<file path="src/rtl/bounce_pkg.sv">
// Shared types for the bouncing-box pixel source: axis direction and update FSM state,
// plus the colour-index step used when BOUNCE_SOURCE_COLOR_CYCLE_EN is defined.
package bounce_pkg;

  typedef enum logic {
    DIR_POS = 1'b0,
    DIR_NEG = 1'b1
  } dir_t;

  typedef enum logic [1:0] {
    IDLE   = 2'd0,
    STEP_X = 2'd1,
    STEP_Y = 2'd2,
    COMMIT = 2'd3
  } state_t;

  // Colour index skips 0 so the box never turns black.
  function automatic logic [2:0] next_colour_idx(input logic [2:0] idx);
    return (idx == 3'd7) ? 3'd1 : idx + 3'd1;
  endfunction

endpackage

</file>
<file path="src/rtl/bounce_source_axis_step.sv">
// One-axis position step with edge bounce; purely combinational, one instance per axis.
module axis_step
  import bounce_pkg::*;
#(
  parameter int W     = 10,
  parameter int LIMIT = 608,
  parameter int SPEED = 2
) (
  input  logic [W-1:0] pos,
  input  dir_t         dir,
  output logic [W-1:0] next_pos,
  output dir_t         next_dir,
  output logic         flipped
);

  localparam logic [W:0] LIM_E = (W+1)'(LIMIT);
  localparam logic [W:0] SPD_E = (W+1)'(SPEED);

  // One extra bit keeps pos+SPEED from wrapping near the top of the range.
  logic [W:0] sum_s;
  assign sum_s = {1'b0, pos} + SPD_E;

  // Next position and direction for the current travel direction.
  always_comb begin
    next_pos = pos;
    next_dir = dir;
    case (dir)
      DIR_POS: begin
        if (sum_s >= LIM_E) begin
          next_pos = LIM_E[W-1:0];
          next_dir = DIR_NEG;
        end else begin
          next_pos = sum_s[W-1:0];
          next_dir = DIR_POS;
        end
      end
      DIR_NEG: begin
        if ({1'b0, pos} <= SPD_E) begin
          next_pos = {W{1'b0}};
          next_dir = DIR_POS;
        end else begin
          next_pos = pos - SPD_E[W-1:0];
          next_dir = DIR_NEG;
        end
      end
      default: begin
        next_pos = pos;
        next_dir = DIR_POS;
      end
    endcase
    flipped = (next_dir != dir);
  end

endmodule

</file>
<file path="src/rtl/bounce_source.sv">
// Bouncing box over a checkerboard for the VGA pipeline; one position update per FRAME_DIV frames.
// Optional feature: BOUNCE_SOURCE_COLOR_CYCLE_EN cycles the box colour on every bounce.
module bounce_source
  import bounce_pkg::*;
#(
  parameter int COL_BITS  = 4,
  parameter int H_RES     = 640,
  parameter int V_RES     = 480,
  parameter int X_BITS    = 10,
  parameter int Y_BITS    = 10,
  parameter int BOX_W     = 32,
  parameter int BOX_H     = 32,
  parameter int SPEED     = 2,
  parameter int FRAME_DIV = 1
) (
  input  logic                i_clk,
  input  logic                i_rst,
  input  logic                i_en,
  input  logic                i_frame,
  input  logic                i_active,
  input  logic [X_BITS-1:0]   i_x,
  input  logic [Y_BITS-1:0]   i_y,
  output logic [COL_BITS-1:0] o_r,
  output logic [COL_BITS-1:0] o_g,
  output logic [COL_BITS-1:0] o_b,
  output logic                o_bounce
);

  localparam int FCNT_W = (FRAME_DIV > 1) ? $clog2(FRAME_DIV) : 1;
  localparam logic [FCNT_W-1:0]   FCNT_MAX = FCNT_W'(FRAME_DIV - 1);
  localparam logic [X_BITS:0]     BOX_W_E  = (X_BITS+1)'(BOX_W);
  localparam logic [Y_BITS:0]     BOX_H_E  = (Y_BITS+1)'(BOX_H);
  localparam logic [COL_BITS-1:0] BLACK    = {COL_BITS{1'b0}};
  localparam logic [COL_BITS-1:0] CHK_HI   = COL_BITS'(1) << (COL_BITS - 1);
  localparam logic [COL_BITS-1:0] CHK_LO   = COL_BITS'(1) << (COL_BITS - 2);

  state_t              state_r;
  logic [FCNT_W-1:0]   fcnt_r;
  logic [X_BITS-1:0]   box_x_r, nx_r;
  logic [Y_BITS-1:0]   box_y_r, ny_r;
  dir_t                dir_x_r, dir_y_r, ndx_r, ndy_r;
  logic                fx_r, fy_r;

  logic [X_BITS-1:0]   step_x_pos_s;
  logic [Y_BITS-1:0]   step_y_pos_s;
  dir_t                step_x_dir_s, step_y_dir_s;
  logic                step_x_flip_s, step_y_flip_s;

  axis_step #(.W(X_BITS), .LIMIT(H_RES - BOX_W), .SPEED(SPEED)) u_step_x (
    .pos      (box_x_r),
    .dir      (dir_x_r),
    .next_pos (step_x_pos_s),
    .next_dir (step_x_dir_s),
    .flipped  (step_x_flip_s)
  );

  axis_step #(.W(Y_BITS), .LIMIT(V_RES - BOX_H), .SPEED(SPEED)) u_step_y (
    .pos      (box_y_r),
    .dir      (dir_y_r),
    .next_pos (step_y_pos_s),
    .next_dir (step_y_dir_s),
    .flipped  (step_y_flip_s)
  );

  // Update FSM: working registers stay private until COMMIT so rendering never sees half a move.
  always_ff @(posedge i_clk) begin
    if (i_rst) begin
      state_r  <= IDLE;
      fcnt_r   <= {FCNT_W{1'b0}};
      box_x_r  <= {X_BITS{1'b0}};
      box_y_r  <= {Y_BITS{1'b0}};
      dir_x_r  <= DIR_POS;
      dir_y_r  <= DIR_POS;
      nx_r     <= {X_BITS{1'b0}};
      ny_r     <= {Y_BITS{1'b0}};
      ndx_r    <= DIR_POS;
      ndy_r    <= DIR_POS;
      fx_r     <= 1'b0;
      fy_r     <= 1'b0;
      o_bounce <= 1'b0;
    end else begin
      o_bounce <= 1'b0;
      case (state_r)
        IDLE: begin
          if (i_en && i_frame) begin
            if (fcnt_r == FCNT_MAX) begin
              fcnt_r  <= {FCNT_W{1'b0}};
              state_r <= STEP_X;
            end else begin
              fcnt_r  <= fcnt_r + FCNT_W'(1);
            end
          end
        end
        STEP_X: begin
          nx_r    <= step_x_pos_s;
          ndx_r   <= step_x_dir_s;
          fx_r    <= step_x_flip_s;
          state_r <= STEP_Y;
        end
        STEP_Y: begin
          ny_r    <= step_y_pos_s;
          ndy_r   <= step_y_dir_s;
          fy_r    <= step_y_flip_s;
          state_r <= COMMIT;
        end
        COMMIT: begin
          box_x_r  <= nx_r;
          box_y_r  <= ny_r;
          dir_x_r  <= ndx_r;
          dir_y_r  <= ndy_r;
          o_bounce <= fx_r | fy_r;
          state_r  <= IDLE;
        end
        default: begin
          state_r <= IDLE;
        end
      endcase
    end
  end

  logic [COL_BITS-1:0] box_r_s, box_g_s, box_b_s;

`ifdef BOUNCE_SOURCE_COLOR_CYCLE_EN
  logic [2:0] idx_r;

  // Colour index advances once per bouncing commit.
  always_ff @(posedge i_clk) begin
    if (i_rst) begin
      idx_r <= 3'd1;
    end else if ((state_r == COMMIT) && (fx_r || fy_r)) begin
      idx_r <= next_colour_idx(idx_r);
    end else begin
      idx_r <= idx_r;
    end
  end

  assign box_r_s = {COL_BITS{idx_r[2]}};
  assign box_g_s = {COL_BITS{idx_r[1]}};
  assign box_b_s = {COL_BITS{idx_r[0]}};
`else
  assign box_r_s = {COL_BITS{1'b1}};
  assign box_g_s = {COL_BITS{1'b1}};
  assign box_b_s = {COL_BITS{1'b1}};
`endif

  logic in_box_s;
  assign in_box_s = ({1'b0, i_x} >= {1'b0, box_x_r}) &&
                    ({1'b0, i_x} <  ({1'b0, box_x_r} + BOX_W_E)) &&
                    ({1'b0, i_y} >= {1'b0, box_y_r}) &&
                    ({1'b0, i_y} <  ({1'b0, box_y_r} + BOX_H_E));

  logic [COL_BITS-1:0] pix_r_s, pix_g_s, pix_b_s;

  // Pixel colour priority: blanked/disabled, then box, then checkerboard.
  always_comb begin
    pix_r_s = BLACK;
    pix_g_s = BLACK;
    pix_b_s = BLACK;
    if (!(i_en && i_active)) begin
      pix_r_s = BLACK;
      pix_g_s = BLACK;
      pix_b_s = BLACK;
    end else if (in_box_s) begin
      pix_r_s = box_r_s;
      pix_g_s = box_g_s;
      pix_b_s = box_b_s;
    end else if (i_x[4] ^ i_y[4]) begin
      pix_r_s = CHK_HI;
      pix_g_s = CHK_HI;
      pix_b_s = CHK_HI;
    end else begin
      pix_r_s = CHK_LO;
      pix_g_s = CHK_LO;
      pix_b_s = CHK_LO;
    end
  end

  // One-cycle registered colour output.
  always_ff @(posedge i_clk) begin
    if (i_rst) begin
      o_r <= BLACK;
      o_g <= BLACK;
      o_b <= BLACK;
    end else begin
      o_r <= pix_r_s;
      o_g <= pix_g_s;
      o_b <= pix_b_s;
    end
  end

endmodule

</file>
<file path="config.mk">
export PLATFORM = sky130hd
export DESIGN_NAME = bounce_source
export DESIGN_NICKNAME = d
export VERILOG_FILES = /design/src/rtl/bounce_pkg.sv /design/src/rtl/bounce_source_axis_step.sv /design/src/rtl/bounce_source.sv
export SDC_FILE = /design/constraint.sdc
export NUM_CORES = 1
export LEC_CHECK = 0
export CORE_ASPECT_RATIO = 0.6
export CORE_UTILIZATION = 53
export DETAILED_ROUTE_END_ITERATION = 12
export GPL_ROUTABILITY_DRIVEN = 0
export PLACE_DENSITY = 0.79
export SYNTH_ARGS = -nofsm -noshare
export SYNTH_HDL_FRONTEND = slang
export SYNTH_HIERARCHICAL = 1
export SYNTH_SLANG_ARGS = --single-unit
</file>
<file path="constraint.sdc">
create_clock -name i_clk -period 4.2 [get_ports i_clk]
set_clock_uncertainty 0.15 [all_clocks]
set_input_delay 0.42 -clock i_clk [delete_from_list [all_inputs] [get_ports i_clk]]
set_output_delay 0.42 -clock i_clk [all_outputs]
set_load 0.01 [all_outputs]
</file>
==> key figures, run 1 <==
Run status
  – Status: finished, final reports clean

Placement
  – HPWL Detailed: 6950 µm
  – Pre-CTS setup slack: 1.45 ns
  – Port Buf Inserts: 37
  – Dpl cell area: 4410 µm²
  – Post-Place Cells: between 600 and 700

Setup path
  – Crit start category: flip-flop
  – Crit Path Category: reg2reg
  – Worst EP arrival: between 2 and 3 ns
  – Worst endpoint required time: around 4.3 ns
  – Crit-path cells: inv_1 -> nor3_1 -> xnor2_1 -> ha_1 -> a21o_1 -> a21oi_1 -> a31oi_1 -> a311oi_1 -> nand4_1 -> o21ai_0
  – Crit-path max cell delay: 0.65 ns
  – Largest delay share family, worst path: compound AO/OA/AOI/OAI gates
  – Critical Path Sink Type: flip-flop
  – CP max stage cell: dfxtp_1
  – CP Max Fanout: 13
  – CP bufs+invs: 1

Floorplan
  – Rows: 24
  – Top-Level Pins: 38
  – Die Area: 8140 µm²
  – DIE HEIGHT: roughly 70 µm
  – Die W: about 120 µm
  – CORE AREA: between 7000 and 8000 µm²
  – Starting Density: 55.8%

Final layout
  – Finished Layout Cells: ~620
  – Core Util, Final: 62.0%
  – Antenna diodes: 0
  – Area Growth Syn to Fin: 11.2%
  – Share of cells above drive strength 1: 5.47%
  – Finished Cell Area: 4580 µm²
  – # fillers: 661
  – Final Net Count: between 500 and 600

Synth
  – Yosys cell types: between 60 and 70
  – Top_reg_cell synth: dfxtp_1
  – Yosys reg bits: between 50 and 60
  – Post-synthesis cell area: 4120 µm²
  – Mux contribution to synthesized area: around an eighth
  – Gate Count Post-Synth: 501
  – Post-synthesis simple-gate area fraction: between 20% and 30%
  – Mean area per synthesized cell: approximately 8.2 µm²
  – XOR/XNOR Fraction of Synth Area: 3.61%
  – Syn Nets: about 570
  – Synth Warn #: 6
  – Asr flop ratio synth: 0%
  – Main combinational cell family by area after synthesis: simple AND/OR/NAND/NOR gates
  – Adder-Cell Fraction of Synth Area: 13.1%
  – Post-synthesis compound-gate area fraction: 15.4%
  – Sequential area share after synthesis: 25.3%
  – EDFF count, synth: 0

GRT
  – First-pass GRT wire length: 15800 µm
  – Largest net degree at the start of global routing: 51
  – GRT Util Overall: 24.3%
  – Vias in the first global route: 3317
  – Met3 global-route usage: around 4.9%
  – Grt met2 use: 36.4%
  – Global route overflow: 0
  – Antenna violations before repair: 0
  – Gr busiest metal: met2
  – Met1 usage: a little over a third

Drt
  – Initial DRC Count: 310
  – Vias after detailed routing: 3593
  – DR WL/cell: 15.3 µm
  – Post-route ant nets: 0
  – Post-route DRC: 0
  – Post-Route WL: 9420 µm
  – First-pass DRT Iterations: 5
  – Vias/cell: 5.83

STA
  – Max Slew Vio Count: 0
  – RSZ-0062 raised after global routing: false
  – Min Tclk post-route: about 2.8 ns
  – Max Clk Rate: ~360 MHz
  – Final Cycle Share: 65.9%
  – Hold WS: 0.343 ns
  – Slew @ Worst Pin: 0.809 ns
  – Final Setup Violations: 0
  – Final worst slack: 1.43 ns
  – Setup TNS after final layout: 0 ns
  – Slew HR: 46.0%
  – Final hold vios: 0

Clock tree
  – CTS H-Tree Depth: 2
  – Post-CTS setup buffers: 0
  – Sink Count: 52
  – CTS root buf: clkbuf_16
  – CTS clk-pin slew, worst paths: around 0.070 ns
  – Total CTS buffers: 5
  – Cts repair resizes: 0
  – Source-to-sink clock delay at the later pin of the worst-skew pair: 0.30 ns
  – Hold_buf cts: 0
  – CTS tree: done
  – Clock Tree Buf Depth: 2

Min path
  – Hold crit path type: reg2reg

Flow run
  – Max Cap Violations: 0

Power and ir drop
  – Power Total: 1.23 mW
  – Cell Pwr Density: around 270 nW/µm²
  – Leak: around 1.7 nW
  – Worst vdd ir: roughly 230 µV
-- final timing paths --
| path | startpoint | endpoint | slack, ns | depth (start not counted) |
|---|---|---|---|---|
| max reg2reg | box_y_r[5] | o_b[2] | 1.43 | 10 |
| min reg2reg | nx_r[3] | nx_r[3] | 0.34 | 2 |
| min | nx_r[3] | nx_r[3] | 0.34 | 2 |
| max | box_y_r[5] | o_b[2] | 1.43 | 10 |
-- Yosys cell counts (all sizes together) (7+ instances only) --
master   n  area [µm²]
inv     36         135
nand2   27         104
a21o     7        52.6
nand3   24         138
o21ai   22         110
nor3    10        50.1
xnor2   14         123
mux2i   47         483
a31oi    9        56.3
buf     27         190
dfxtp   52        1040
ha      43         538
a21oi   22         110
clkbuf  10        37.5
nor2    67         259
-- routing by layer --
metal  routed length (µm)  up-vias
met5                    0        -
met3                  716       20
met4                  119        0
met2                 3970      146
li1                     -     1767
met1                 4610     1660
-- worst min-delay path, stage by stage, from the launching register on --
cell     delay (ns)
dfxtp_1        0.32
mux2i_1        0.06
nor2_1         0.07
-- registers in the layout, summed over array words and instances, names as in the netlist --
name	count
state_r	2
dir_y_r	1
ndx_r	1
o_bounce	1
o_b	3
nx_r	10
box_x_r	10
fx_r	1
ndy_r	1
dir_x_r	1
fy_r	1
ny_r	10
box_y_r	10
-- placed cells by master (no fill, tap or decap), types with 6 or more instances in the layout --
cell type	synthesis	final
a21o_1	7	7
a21oi_1	22	22
a31oi_1	9	9
clkdlybuf4s50_1	0	37
dfxtp_1	52	52
ha_1	43	43
inv_1	36	36
mux2i_1	46	46
nand2_1	26	26
nand2b_1	6	6
nand3_1	22	22
nor2_1	66	66
nor3_1	10	10
o21ai_0	22	22
xnor2_1	14	14
-- power breakdown --
part	internal (mW)	switching [mW]
logic	0.114	0.124
registers	0.508	0.0121
clock network	0.284	0.188
total	0.907	0.324
-- cells by family (layout without fill, tap and decap cells) --
family          count (synthesis)  in the layout
mux                            51             51
compound gates                 94             94
xor+xnor                       17             17
buf+inv                        73             84
flops                          52             52
fa+ha+maj                      43             43
simple gates                  171            171
-- layout make-up --
class	instances	area [µm²]	area share, %
tap	104	130	2.84
multi-input combinational	376	2720	59.3
clock buffer	6	129	2.81
timing repair buffer	40	393	8.57
clock inverter	2	38.8	0.847
inverter	36	135	2.95
sequential	52	1040	22.7
(Power assumes the default switching activity.)
==> inputs of run 2 (changes only) <==
PLACE_DENSITY = 0.82   (was 0.79)
clock period = 2.3 ns   (was 4.2 ns; I/O delays follow)
==> key figures, run 2 (same netlist as run 1, synthesis figures left out) <==
Run status
  – Status: finished, final reports clean

Drt
  – DR top layer: met4
  – Vias/cell: 5.72 (-2.0%)
  – Post-Route WL: 10400 µm (+9.9%)
  – Vias after detailed routing: 3779 (+5.2%)
  – First-pass DRT Iterations: 5 (unchanged)
  – Met3 Wirelength: 666 µm (-7.0%)
  – Post-route DRC: 0 (unchanged)
  – Initial DRC Count: 281 (-9.4%)
  – Post-route ant nets: 0 (unchanged)
  – DR WL/cell: 15.7 µm (+2.4%)
  – Routed met2 length: 4550 µm (+15%)
  – Routed met1 length: 4940 µm (+7.0%)

GRT
  – GRT Util Overall: 25.8% (+1.5 points)
  – Largest net degree at the start of global routing: 50 (-2.0%)
  – Antenna violations before repair: 0 (unchanged)
  – Global route overflow: 0 (unchanged)
  – Vias in the first global route: 3561 (+7.4%)
  – First-pass GRT wire length: 16500 µm (+4.6%)

Placement
  – Pre-CTS setup slack: -0.153 ns (-1.61 ns)
  – Post-Place Cells: 645 (+6.1%)
  – Dpl cell area: 4720 µm² (+6.9%)
  – Port Buf Inserts: 37 (unchanged)
  – HPWL Detailed: 7500 µm (+8.0%)

STA
  – Slew HR: 58.6% (+13 points)
  – Final hold vios: 0 (unchanged)
  – Final Setup Violations: 0 (unchanged)
  – Min Tclk post-route: 2.23 ns (-0.539 ns)
  – Max Clk Rate: 449 MHz (+24%)
  – Max Slew Vio Count: 0 (unchanged)
  – Slew @ Worst Pin: 0.621 ns (-0.188 ns)
  – Final Cycle Share: 96.9% (+31 points)
  – Setup TNS after final layout: 0 ns (unchanged)
  – RSZ-0062 raised after global routing: true
  – Final worst slack: 0.0708 ns (-1.36 ns)

Final layout
  – # fillers: 621 (-6.1%)
  – Share of cells above drive strength 1: 16.7% (+11 points)
  – Sequential Area: 1060 µm² (+1.4%)
  – Multi-input combinational cell area: 2770 µm² (+2.1%)
  – Leading cell type in the layout, fill and taps excluded: nor2_1
  – Antenna diodes: 0 (unchanged)
  – Finished Layout Cells: 661 (+7.3%)
  – Commonest non-fill, non-tap cells in the layout: nor2_1 (64), mux2i_1 (46), dfxtp_1 (44), ha_1 (41), buf_4 (41)
  – Final Net Count: 624 (+7.8%)
  – Finished Cell Area: 5060 µm² (+10%)
  – Area Growth Syn to Fin: 22.8%

Setup path
  – CP max stage cell: a311oi_4
  – Worst EP arrival: 2.26 ns (-0.57 ns)
  – Crit start category: flip-flop
  – Critical Path Sink Type: flip-flop
  – Crit-path max cell delay: 0.45 ns (-0.20 ns)
  – Largest delay share family, worst path: simple AND/OR/NAND/NOR gates
  – Worst endpoint required time: 2.33 ns (-1.93 ns)
  – CP Max Fanout: 12 (-1)
  – Crit Path Category: reg2reg
  – Crit-path cells: buf_6 -> buf_12 -> and3_1 -> o21a_1 -> a311oi_4 -> nand2_2 -> and2_1 -> mux2i_1 -> nor2_1
  – CP bufs+invs: 2 (+1)

Clock tree
  – CTS H-Tree Depth: 2 (unchanged)
  – Clock Tree Buf Depth: 2 (unchanged)
  – CTS tree: done
  – Total CTS buffers: 5 (unchanged)
  – Sink Count: 52 (unchanged)
  – CTS root buf: clkbuf_16
  – Source-to-sink clock delay at the later pin of the worst-skew pair: 0.30 ns (about the same)
  – CTS clk-pin slew, worst paths: 0.07 ns (about the same)

Floorplan
  – Die W: 116 µm (unchanged)
  – DIE HEIGHT: 70.3 µm (unchanged)
  – Rows: 24 (unchanged)
  – Top-Level Pins: 38 (unchanged)
  – Die Area: 8140 µm² (unchanged)
  – Starting Density: 55.8% (unchanged)
  – CORE AREA: 7390 µm² (unchanged)

Power and ir drop
  – Worst vdd ir: 518 µV (+130%)
  – Cell Pwr Density: 458 nW/µm² (+70%)
  – Leak: 1.98 nW (+16%)

Min path
  – Hold crit path type: reg2reg

Flow run
  – Max Cap Violations: 0 (unchanged)
==> run 2: cell count changes in the layout (fill, tap and decap cells not counted), sizes merged <==
cell,before,now
buf,3,48
inv,37,36
clkinv,0,1
==> run 2: layer usage <==
metal	vias up	global-route usage (%)
met5	-	0
met2	129	40.5
met4	0	8.55
met1	1779	34.8
li1	1851	-
met3	20	5.38
==> run 2: area by class of cell <==
class	count	area share, %
repair buffers	85	15.6
multi-input cells	376	54.8
clock inverters	2	0.767
flip-flops and latches	52	20.9
well taps	104	2.57
clock buffers	6	2.75
inverters	36	2.67
==> run 2: stage by stage <==
step                      utilization, %  hold WS [ns]  power, mW
after floorplan                        -         0.280       1.28
after global placement              63.9         0.319       1.41
after detailed placement            63.9         0.332       1.43
after CTS                           66.6         0.351       2.33
after global routing                68.5         0.378       2.40
final                               68.5         0.346       2.32
==> run 2: tightest hold or removal path: cells and delay by family (launching register included) <==
kind	cells	cell delay, ns
multiplexers	1	0.07
AND/OR/NAND/NOR	1	0.07
flip-flops	1	0.32
==> run 2: path summary, 6_finish.rpt <==
kind,end,cells past startpoint,slack (ns),start
setup / recovery,fy_r,9,0.07,box_y_r[6]
hold / removal,nx_r[0],2,0.35,nx_r[0]
setup reg to reg,fy_r,9,0.07,box_y_r[6]
hold reg to reg,nx_r[0],2,0.35,nx_r[0]
==> run 2: power by group <==
part | internal (mW) | total [mW] | switching [mW]
logic | 0.225 | 0.467 | 0.242
clock network | 0.546 | 0.900 | 0.354
registers | 0.926 | 0.949 | 0.0228
==> run 2: repair_timing <==
item / CTS / global route
setup endpoints to repair: 2 / 14
setup buffers: 1 / 7
resized for setup: 5 / 26
hold buffers: 0 / 0
pin swaps: 1 / 13
==> inputs of run 3 (changes only) <==
SETUP_SLACK_MARGIN = 0.2   (was default)
==> key figures, run 3 (same netlist as run 1, synthesis figures left out) <==
Floorplan
  – Die W: 116 µm (unchanged)
  – Rows: 24 (unchanged)
  – Die Area: 8140 µm² (unchanged)
  – CORE AREA: 7390 µm² (unchanged)
  – Starting Density: 55.8% (unchanged)
  – DIE HEIGHT: 70.3 µm (unchanged)
  – Top-Level Pins: 38 (unchanged)

STA
  – Slew HR: 67.3% (+8.7 points)
  – RSZ-0062 raised after global routing: true
  – Final hold vios: 0 (unchanged)
  – Slew @ Worst Pin: 0.491 ns (-0.130 ns)
  – Max Clk Rate: 448 MHz (-0.13%)
  – Setup TNS after final layout: 0 ns (unchanged)
  – Max Slew Vio Count: 0 (unchanged)
  – Final Cycle Share: 97.0% (+0.12 points)
  – Final Setup Violations: 0 (unchanged)
  – Min Tclk post-route: 2.23 ns (+0.00281 ns)
  – Final worst slack: 0.0680 ns (-0.00281 ns)

Clock tree
  – CTS clk-pin slew, worst paths: 0.07 ns (about the same)
  – Sink Count: 52 (unchanged)
  – Hold_buf cts: 0 (unchanged)
  – CTS tree: done
  – CTS H-Tree Depth: 2 (unchanged)
  – Clock Tree Buf Depth: 2 (unchanged)
  – Total CTS buffers: 5 (unchanged)
  – Source-to-sink clock delay at the later pin of the worst-skew pair: 0.30 ns (about the same)
  – CTS root buf: clkbuf_16

GRT
  – First-pass GRT wire length: 17800 µm (+8.0%)
  – GRT Util Overall: 27.7% (+1.9 points)
  – Vias in the first global route: 3850 (+8.1%)
  – Largest net degree at the start of global routing: 50 (unchanged)
  – Global route overflow: 0 (unchanged)
  – Antenna violations before repair: 0 (unchanged)

Setup path
  – Critical path startpoint: box_x_r[6]
  – Critical R2R Launch: box_x_r[6]
  – Crit start category: flip-flop
  – CP Max Fanout: 8 (-4)
  – Worst EP arrival: 2.32 ns (+0.06 ns)
  – R2R depth: 10 (+1)
  – Reg2reg setup slack: 0.07 ns (about the same)
  – Crit Reg-Reg Endpoint: nx_r[3]
  – Crit Path Category: reg2reg
  – Worst endpoint required time: 2.39 ns (+0.06 ns)
  – Critical Path Sink Type: flip-flop

Power and ir drop
  – Clk pwr share: 35.2% (-3.7 points)
  – Net Sw Frac: 28.8% (+2.0 points)
  – Int Power: 1.57 mW (-7.6%)
  – Worst vdd ir: 502 µV (-3.1%)
  – Cell Pwr Density: 417 nW/µm² (-8.9%)
  – Leak: 2.09 nW (+5.8%)
  – Power Total: 2.20 mW (-5.0%)
  – Net Switching: 633 µW (+2.2%)
  – Logic gate share of total power: 22.0% (+1.8 points)
  – Reg power frac: 42.8% (+1.8 points)

Final layout
  – Commonest non-fill, non-tap cells in the layout: nor2_1 (64), buf_4 (53), mux2i_1 (46), ha_1 (39)
  – Area Growth Syn to Fin: 28.0%
  – Leading cell type in the layout, fill and taps excluded: nor2_1
  – Final Net Count: 636 (+1.9%)
  – Antenna diodes: 0 (unchanged)
  – Finished Cell Area: 5270 µm² (+4.3%)
  – Share of cells above drive strength 1: 23.6% (+6.9 points)
  – Finished Layout Cells: 673 (+1.8%)
  – # fillers: 599 (-3.5%)

Drt
  – Post-route ant nets: 0 (unchanged)
  – Post-route DRC: 0 (unchanged)
  – First-pass DRT Iterations: 6 (+1)
  – Initial DRC Count: 367 (+31%)
  – Post-Route WL: 11100 µm (+6.9%)
  – DR WL/cell: 16.4 µm (+5.0%)
  – Vias after detailed routing: 3951 (+4.6%)
  – Vias/cell: 5.87 (+2.7%)

Run status
  – Status: finished, final reports clean

Placement
  – Dpl cell area: 4740 µm² (+0.42%)
  – HPWL Detailed: 7730 µm (+2.9%)
  – Port Buf Inserts: 37 (unchanged)
  – Pre-CTS setup slack: -0.241 ns (-0.0882 ns)
  – Post-Place Cells: 645 (unchanged)

Min path
  – Worst Min Path Start: ny_r[7]
  – Sink of the worst hold path: ny_r[7]
  – Hold crit path type: reg2reg
  – Worst Hold Depth: 2 (unchanged)

Flow run
  – Max Cap Violations: 0 (unchanged)
==> run 3: worst max-delay path: stages (launching register included) <==
cell	delay [ns]
dfxtp_2	0.36
buf_4	0.18
nand4_1	0.18
nor2_1	0.16
mux2_1	0.37
a21boi_4	0.18
buf_4	0.16
nor3b_2	0.15
o22a_1	0.14
mux2i_1	0.06
nor2_1	0.08
==> run 3: through the flow <==
step | hold slack (ns) | utilization [%]
final | 0.348 | 71.4
after global routing | 0.382 | 71.4
after CTS | 0.350 | 68.9
after detailed placement | 0.333 | 64.1
after global placement | 0.319 | 64.1
after floorplan | 0.280 | -
==> run 3: power by group through the flow <==
stage,clock network (mW),logic [mW],registers (mW)
floorplan,0,0.317,0.967
global placement,0,0.438,0.969
detailed placement,0,0.464,0.971
CTS,0.789,0.476,0.944
global route,0.830,0.536,0.946
finish,0.775,0.484,0.941
==> run 3: worst max-delay path by stage <==
stage | to | cells past startpoint
after floorplan | o_b[2] | 7
after global placement | o_b[2] | 9
after detailed placement | o_b[2] | 9
after CTS | nx_r[2] | 10
after global routing | o_b[2] | 10
final | nx_r[3] | 10
==> run 3: layout make-up <==
class | count | area (µm²) | area share [%]
Multi-Input combinational cell | 376 | 2900 | 55.0
Sequential cell | 52 | 1080 | 20.5
Timing Repair Buffer | 97 | 868 | 16.5
Inverter | 36 | 140 | 2.66
Tap cell | 104 | 130 | 2.47
Clock buffer | 5 | 125 | 2.37
Clock inverter | 3 | 27.5 | 0.522
==> run 3: metal layers <==
metal | routed length, µm | GRT usage (%) | vias up
li1 | - | - | 1877
met1 | 4950 | 36.5 | 1856
met2 | 5020 | 44.4 | 184
met3 | 815 | 5.73 | 34
met4 | 280 | 10.1 | 0
met5 | 0 | 0 | -
==> run 3: repair_timing <==
action	4_1_cts	5_1_grt
pin swaps	19	15
setup endpoints to repair	17	26
resized for setup	32	38
cloned	0	0
buffers inserted	14	6
